$ cat src/rtl/disp_scan_ctrl.sv
// disp_scan_ctrl: scan controller for a 4-digit multiplexed display.
//
// Holds a 16-bit display word and presents it as four nibble buses (I0..I3) to a 4:1
// mux. It steps the mux select round-robin and drives the active-low digit anodes.
// A blanking gap between digits gives the mux time to settle while every anode is dark.
// A new word is staged in a pending register, then committed when the scanner is idle
// or at a frame boundary, so a lit digit never changes part-way through a frame.
//
// Ports:
//   clk         system clock, rising edge
//   rst_n       asynchronous active-low reset
//   en          scan enable; low forces the display dark
//   load        1-cycle strobe to capture din into the pending register
//   din         display word, din[3:0] = digit0 ... din[15:12] = digit3
//   blank_mask  bit k set keeps digit k dark during its slot
//   s           mux select / current digit index
//   I0..I3      committed nibbles for the mux
//   an          digit anodes, active low, one-hot-low when lit
//   frame_done  1-cycle pulse after s wraps from 3 to 0
module disp_scan_ctrl #(
  parameter int unsigned DIV  = 4,  // cycles each digit is lit
  parameter int unsigned DEAD = 1   // blanking cycles between digits
) (
  input  logic        clk,
  input  logic        rst_n,
  input  logic        en,
  input  logic        load,
  input  logic [15:0] din,
  input  logic [3:0]  blank_mask,
  output logic [1:0]  s,
  output logic [3:0]  I0,
  output logic [3:0]  I1,
  output logic [3:0]  I2,
  output logic [3:0]  I3,
  output logic [3:0]  an,
  output logic        frame_done
);

  localparam int unsigned CntMax = (DIV > DEAD) ? DIV : DEAD;
  localparam int unsigned CntW   = $clog2(CntMax + 1);
  localparam logic [CntW-1:0] DivLast  = CntW'(DIV - 1);
  localparam logic [CntW-1:0] DeadLast = CntW'(DEAD - 1);

  typedef enum logic [1:0] {StIdle, StOn, StDead} state_e;

  state_e          state_q, state_d;
  logic [CntW-1:0] cnt_q, cnt_d;
  logic [1:0]      s_q, s_d;
  logic [3:0]      an_q, an_d;
  logic            fd_q, fd_d;
  logic            pend_q, pend_d;
  logic [15:0]     pend_word_q, pend_word_d;
  logic [15:0]     disp_q, disp_d;
  logic            commit;

  always_ff @(posedge clk or negedge rst_n) begin
    if (!rst_n) begin
      state_q     <= StIdle;
      cnt_q       <= '0;
      s_q         <= 2'd0;
      an_q        <= 4'b1111;
      fd_q        <= 1'b0;
      pend_q      <= 1'b0;
      pend_word_q <= 16'h0000;
      disp_q      <= 16'h0000;
    end else begin
      state_q     <= state_d;
      cnt_q       <= cnt_d;
      s_q         <= s_d;
      an_q        <= an_d;
      fd_q        <= fd_d;
      pend_q      <= pend_d;
      pend_word_q <= pend_word_d;
      disp_q      <= disp_d;
    end
  end

  always_comb begin
    state_d     = state_q;
    cnt_d       = cnt_q;
    s_d         = s_q;
    fd_d        = 1'b0;
    pend_d      = pend_q;
    pend_word_d = pend_word_q;
    disp_d      = disp_q;
    commit      = 1'b0;
    an_d        = 4'b1111;

    if (!en) begin
      // Dropping enable parks the scanner; s is held so re-enable resumes the same digit.
      state_d = StIdle;
      cnt_d   = '0;
    end else begin
      unique case (state_q)
        StIdle: begin
          state_d = StOn;
          cnt_d   = '0;
        end
        StOn: begin
          if (cnt_q == DivLast) begin
            // Advance s on entry to the dark gap so the mux settles before the next digit.
            state_d = StDead;
            cnt_d   = '0;
            s_d     = s_q + 2'd1;
            if (s_q == 2'd3) begin
              fd_d   = 1'b1;
              commit = 1'b1;
            end
          end else begin
            cnt_d = cnt_q + CntW'(1);
          end
        end
        StDead: begin
          if (cnt_q == DeadLast) begin
            state_d = StOn;
            cnt_d   = '0;
          end else begin
            cnt_d = cnt_q + CntW'(1);
          end
        end
        default: begin
          state_d = StIdle;
          cnt_d   = '0;
        end
      endcase
    end

    // Nothing is lit while idle, so a staged word can be committed at once.
    if (state_q == StIdle) begin
      commit = 1'b1;
    end

    if (commit && pend_q) begin
      disp_d = pend_word_q;
      pend_d = 1'b0;
    end

    // A load on a commit edge wins over the clear and waits for the next opportunity.
    if (load) begin
      pend_word_d = din;
      pend_d      = 1'b1;
    end

    // The anode register follows the state being entered, so an changes on that edge.
    if ((state_d == StOn) && !blank_mask[s_d]) begin
      an_d = ~(4'b0001 << s_d);
    end
  end

  assign s          = s_q;
  assign an         = an_q;
  assign frame_done = fd_q;
  assign I0         = disp_q[3:0];
  assign I1         = disp_q[7:4];
  assign I2         = disp_q[11:8];
  assign I3         = disp_q[15:12];

endmodule

$ cat config.mk
export PLATFORM = sky130hd
export DESIGN_NAME = disp_scan_ctrl
export DESIGN_NICKNAME = d
export VERILOG_FILES = /design/src/rtl/disp_scan_ctrl.sv
export SDC_FILE = /design/constraint.sdc
export NUM_CORES = 1
export LEC_CHECK = 0
export BUFFER_PORTS_ARGS = -buffer_cell sky130_fd_sc_hd__clkbuf_2
export CAP_MARGIN = 10
export CORE_ASPECT_RATIO = 1.5
export CORE_UTILIZATION = 25
export CTS_CLUSTER_DIAMETER = 200
export DETAILED_ROUTE_END_ITERATION = 16
export PLACE_DENSITY = 0.43
export RECOVER_POWER = 50
export SYNTH_ARGS = -nofsm -noshare
export SYNTH_HDL_FRONTEND = slang
export SYNTH_SLANG_ARGS = --single-unit
$ cat constraint.sdc
create_clock -name clk -period 5.7 [get_ports clk]
set_input_delay 0.855 -clock clk [delete_from_list [all_inputs] [get_ports clk]]
set_output_delay 0.855 -clock clk [all_outputs]
set_load 0.005 [all_outputs]
* After elaboration in Yosys (flattened, before gate mapping)
Cells that the tools add are included. Widths: inputs -> output; s select.
Cells by class: mux-type cells 21, add/subtract/negate cells 2, reduce and logical (&&, ||, !) cells 6, equality and inequality tests 5, bitwise logic cells 1, order comparisons 1, shift-type cells 1
Operator list (number):
- $mux 2 | 6
- $mux 3 | 3
- $mux 1 | 8
- $pmux 2 s3 | 1
- $pmux 3 s2 | 1
- $eq 2x1->1 const B | 2
- $eq 2x2->1 const B | 2
- $mux 4 | 1
- $not 4->4 | 1
- $shl 1x2->4 const A | 1
- $add 3x1->3 const B | 1
- $eq 3x2->1 const B | 1
- $logic_not 3->1 | 1
- $lt 2x3->1 const B | 1
- $add 2x1->2 const B | 1
- $bmux 1 s2 | 1
- $logic_and 1x1->1 | 2
- $logic_not 2->1 | 1
- $reduce_bool 2->1 | 1
- $logic_not 1->1 | 1
Storage, ports and cells: input bits 24, flip-flop bits (word level) 45

* Longest topological paths before layout
word-level depth 9, depth in mapped cells 7

* Worst setup path after synthesis
OpenSTA, ideal clock, no wires.
path kind input to register, start point input en, end point register disp_q[10], required time 5575 ps, stages 5, setup time 125 ps, data arrival time 1737 ps, path buffers 1, setup slack 3838 ps, cells stage by stage nand3_2 nor2_4 o21ai_4 buf_6 mux2_4
On the way: cells in the longest elaborated chain, start to end 3
RTL lines:
- start, declared | RTL line 26 | input logic en,
- $mux 1
- named net fd_d | RTL line 50 | logic fd_q, fd_d;
- $mux 1 | RTL line 129 | if (state_q == StIdle) begin
- $logic_and 1x1->1 | RTL line 133 | if (commit && pend_q) begin
- end signal, assigned | RTL line 74 | disp_q <= disp_d;
- end, declared | RTL line 53 | logic [15:0] disp_q, disp_d;
The timed path passes the listed nets, and every way through them passes these cells. A chain may end at the register's enable or synchronous reset.

==> results.txt <==
The flow ran to the end, but the final reports show violations. The checks that failed: max-capacitance violations, max-slew violations. The logs give 1.16 nW for the leakage power and 0 for the Yosys warning count. The tree is rooted in a clkbuf_16.

Dividing the final minimum period by the clock period gives 48.5%. Maximum number of pins on one net before global-route repair: 46. The logs give 46 for the final-report max-slew violation count and 2.65 ns for the data arrival time of the critical path. In this run the deepest clock path goes through 2 buffers. STA classifies the critical path startpoint as an input pin. Counting every sink on the clock net gives 45. The critical path buffer and inverter count is 2. For the first-iteration detailed-routing DRC count, the log shows 32.

The logs give 39 for the total number of placement rows and 133 for the instance count of the mapped netlist. After detailed routing, the number of vias per cell comes to 4.06. The cell area after layout came out at 2440 um^2. For this run, global-route usage on met1 was measured as 10.9%. The arithmetic-cell share of the synthesized area counting full adders, half adders and majority gates was 5.76%.

The height of the die came out at 110 um. The worst-margin pin slew is 2.40 ns. The average footprint of a synthesized cell was 14.7 um^2. The I/O pin count is 47, and the share of the synthesized area in the top cell type is 52.5%. For the upper clock frequency limit, the log shows 362 MHz. The post-route netlist has 50.8% of its cells at a drive strength greater than 1. The number of nets in the synthesized netlist is 166.

The accumulated negative setup slack was 0 ns. Subtracting the final worst setup slack from the clock period gives 2.76 ns. The cell with the largest stage delay on the worst path is clkbuf_1. Initial antenna violation count: 0. The final setup skew came out at 0.00214 ns. For the routing usage on met2, the log shows 16.0%. Global routing used 9.45% of the available tracks across all layers. For the remaining global-route overflow, the log shows 0. In this run the worst path has a maximum fanout of 45. STA classifies the critical path endpoint as an async pin. The kind of path behind the tightest hold check is reg2reg.

The die is 74.2 um wide. The total routed wirelength came out at 3520 um. The largest delay contributor family on the critical path was buffers and inverters. The signal on the critical path passes through clkbuf_2, clkbuf_1. The first global-routing pass estimated 5800 um of wire.

After clock tree synthesis, the setup repair step added 0 buffers. The final design utilization is 32.1%. Measured against the total synthesized area, the mux share comes to 21.6%. After detailed placement, the total cell area comes to 2300 um^2. The number of distinct library cells after synthesis came out at 30.

The worst setup path is of the in2async kind. Overall power consumption after layout is estimated at 0.817 mW. In this run the most used layer during global routing was met2. The tools report the number of maximum-capacitance constraint violations as 1.

During placement, the flow inserted port buffers numbering 46. The run gives 0.483 ns as the final hold slack. TritonCTS built the clock tree.

The logs give 0 for the count of antenna diodes in the layout and 5.59 ns for the required time reported for the critical path endpoint. The post-synthesis cell type with the largest combined area was dfrtp_1. After Yosys synthesis, XOR and XNOR cells account for 0.448% of the synthesized area. In the final design database the tool counted 217 nets.

The synthesized netlist devotes 5.95% of its cell area to simple gates. Summing the sequential cell areas from Yosys gives 57.9% of the chip area. The compound-gate portion of the synthesized area came out at 5.25%.

The clock reaches the later pin of the worst-skew pair after 0.28 ns. The number of hold buffers added after CTS came out at 0. For the total core area, the log shows 7610 um^2.

The area enclosed by the die boundary is 8180 um^2, and the routability congestion estimate is 0.655. The tools report the post-DP HPWL as 2590 um. Setup repair after global routing left no endpoint under its margin.

IR analysis of the VDD net gives a maximum drop of 147 uV. Setup violations remaining at the end of the flow were counted as 0. Power per unit of standard cell area: 335 nW/um^2. After synthesis the netlist holds a flip-flop and latch count of 45. The first detailed-routing pass took 3 iterations. The post-route DRC violation count was 0; the CTS buffer count was 5. The initial core utilization is 25.7%, and the clock input transition at the sequential cells of the worst setup and hold paths is 0.06 ns.

The hold violation count in the final report came out at 0. Dividing the detail-routed wire length by the instance count gives 12.3 um. The number of global-route vias before repair was 1242; the post-cts gate resize count was 0. The number of levels in the clock H-tree is 2. After synthesis, the cell types taking the most area are dfrtp_1 52%, mux2_2 13%, mux2_4 7.7%.

The headroom to the max-slew limit is -60.0%, and the area of the mapped netlist is 1950 um^2. In this run the remaining antenna-violating nets after routing total 0. The area growth from synthesis to layout was 25.0%; the met3 demand-to-capacity share in global routing was 2.82%. The dominant combinational cell family by area after synthesis was multiplexers. For the total vias in the final route, the log shows 1164.

The largest single stage delay on the critical path is 1.70 ns.
[metrics by stage]
step	setup WS [ns]	std cells
final	2.94	287
after global routing	2.35	287
after CTS	3.48	287
after detailed placement	3.37	279
after global placement	3.42	279
after floorplan	3.84	133
[cell usage in the layout (no fill, tap or decap)]
cell       instances
mux2i_1            1
xor2_1             1
inv_1             11
ha_1               9
clkbuf_16          5
a221o_1            1
nor2_4             1
clkinv_4           1
nand2_1            5
a211oi_1           2
mux2i_2            1
mux2_2            22
o21a_1             1
clkbuf_2          45
and3_1             1
clkinv_2           1
clkbuf_1           2
nand3_1            2
nor2_1             5
dfrtp_1           41
nand2b_1           4
a2111oi_4          1
nor3_1             1
dfstp_2            4
clkbuf_8           1
o21ba_2            1
o21ai_4            1
a21o_1             1
nand4b_1           1
mux2_4            10
nand3b_1           1
a2bb2oi_1          1
[layout make-up]
type | count | area, um^2
fillers | 801 | 5170
flip-flops and latches | 45 | 1130
multi-input cells | 74 | 757
repair buffers | 47 | 233
clock buffers | 6 | 139
well taps | 102 | 128
inverters | 11 | 41.3
clock inverters | 2 | 13.8
[path summary, 6_finish.rpt]
| check | slack [ns] | end | from | cells past startpoint |
|---|---|---|---|---|
| max | 2.94 | disp_q[2] | rst_n | 2 |
| min | 0.48 | cnt_q[0] | cnt_q[0] | 1 |
| max reg2reg | 3.43 | disp_q[4] | cnt_q[0] | 6 |
| min reg2reg | 0.48 | cnt_q[0] | cnt_q[0] | 1 |
| max in group clk | 3.43 | disp_q[4] | cnt_q[0] | 6 |
| min in group asynchronous | 1.41 | s[1] | rst_n | 2 |
[registers in the layout (all words and copies together), names as in the netlist]
register	count
an	4
s	2
disp_q	16
cnt_q	3
pend_word_q	16
frame_done	1
state_q	2
pend_q	1
[cell usage after synthesis]
cell type / count
nand2_1: 5
o21ai_4: 1
nand3_1: 1
nand3b_1: 1
mux2i_1: 1
a2111oi_4: 1
o21ba_2: 1
nor2_1: 5
mux2i_2: 1
nand4b_1: 1
nor3_1: 1
inv_1: 11
nand3_2: 1
mux2_2: 22
o21a_1: 1
a21o_1: 1
dfrtp_1: 41
a2bb2oi_1: 1
nand2b_1: 4
a211oi_1: 2
xor2_1: 1
ha_1: 9
and3_1: 1
clkbuf_1: 1
mux2_4: 10
dfstp_2: 4
buf_2: 1
nor2_4: 1
a221o_1: 1
buf_6: 1
[kinds of logic after synthesis]
logic type                 after synthesis
DFF                                     45
AOI/OAI and AO/OA                        9
adders and majority gates                9
xor gates and xnor gates                 1
and+or+nand+nor                         21
buffers and inverters                   14
muxes                                   34
[where the power goes]
| part | internal, mW | leakage, nW | switching [mW] | total [mW] |
|---|---|---|---|---|
| sequential | 0.366 | 0.538 | 0.0267 | 0.393 |
| clock | 0.174 | 0.0768 | 0.114 | 0.288 |
| combinational | 0.0835 | 0.544 | 0.0534 | 0.137 |
| total | 0.624 | 1.16 | 0.194 | 0.817 |
[layer usage]
metal | routed length [um] | share of wire [%]
met5 | 0 | 0
met4 | 29 | 0.82
met3 | 168 | 4.8
met2 | 1800 | 51
met1 | 1520 | 43
Power figures use the tool's default switching activity.
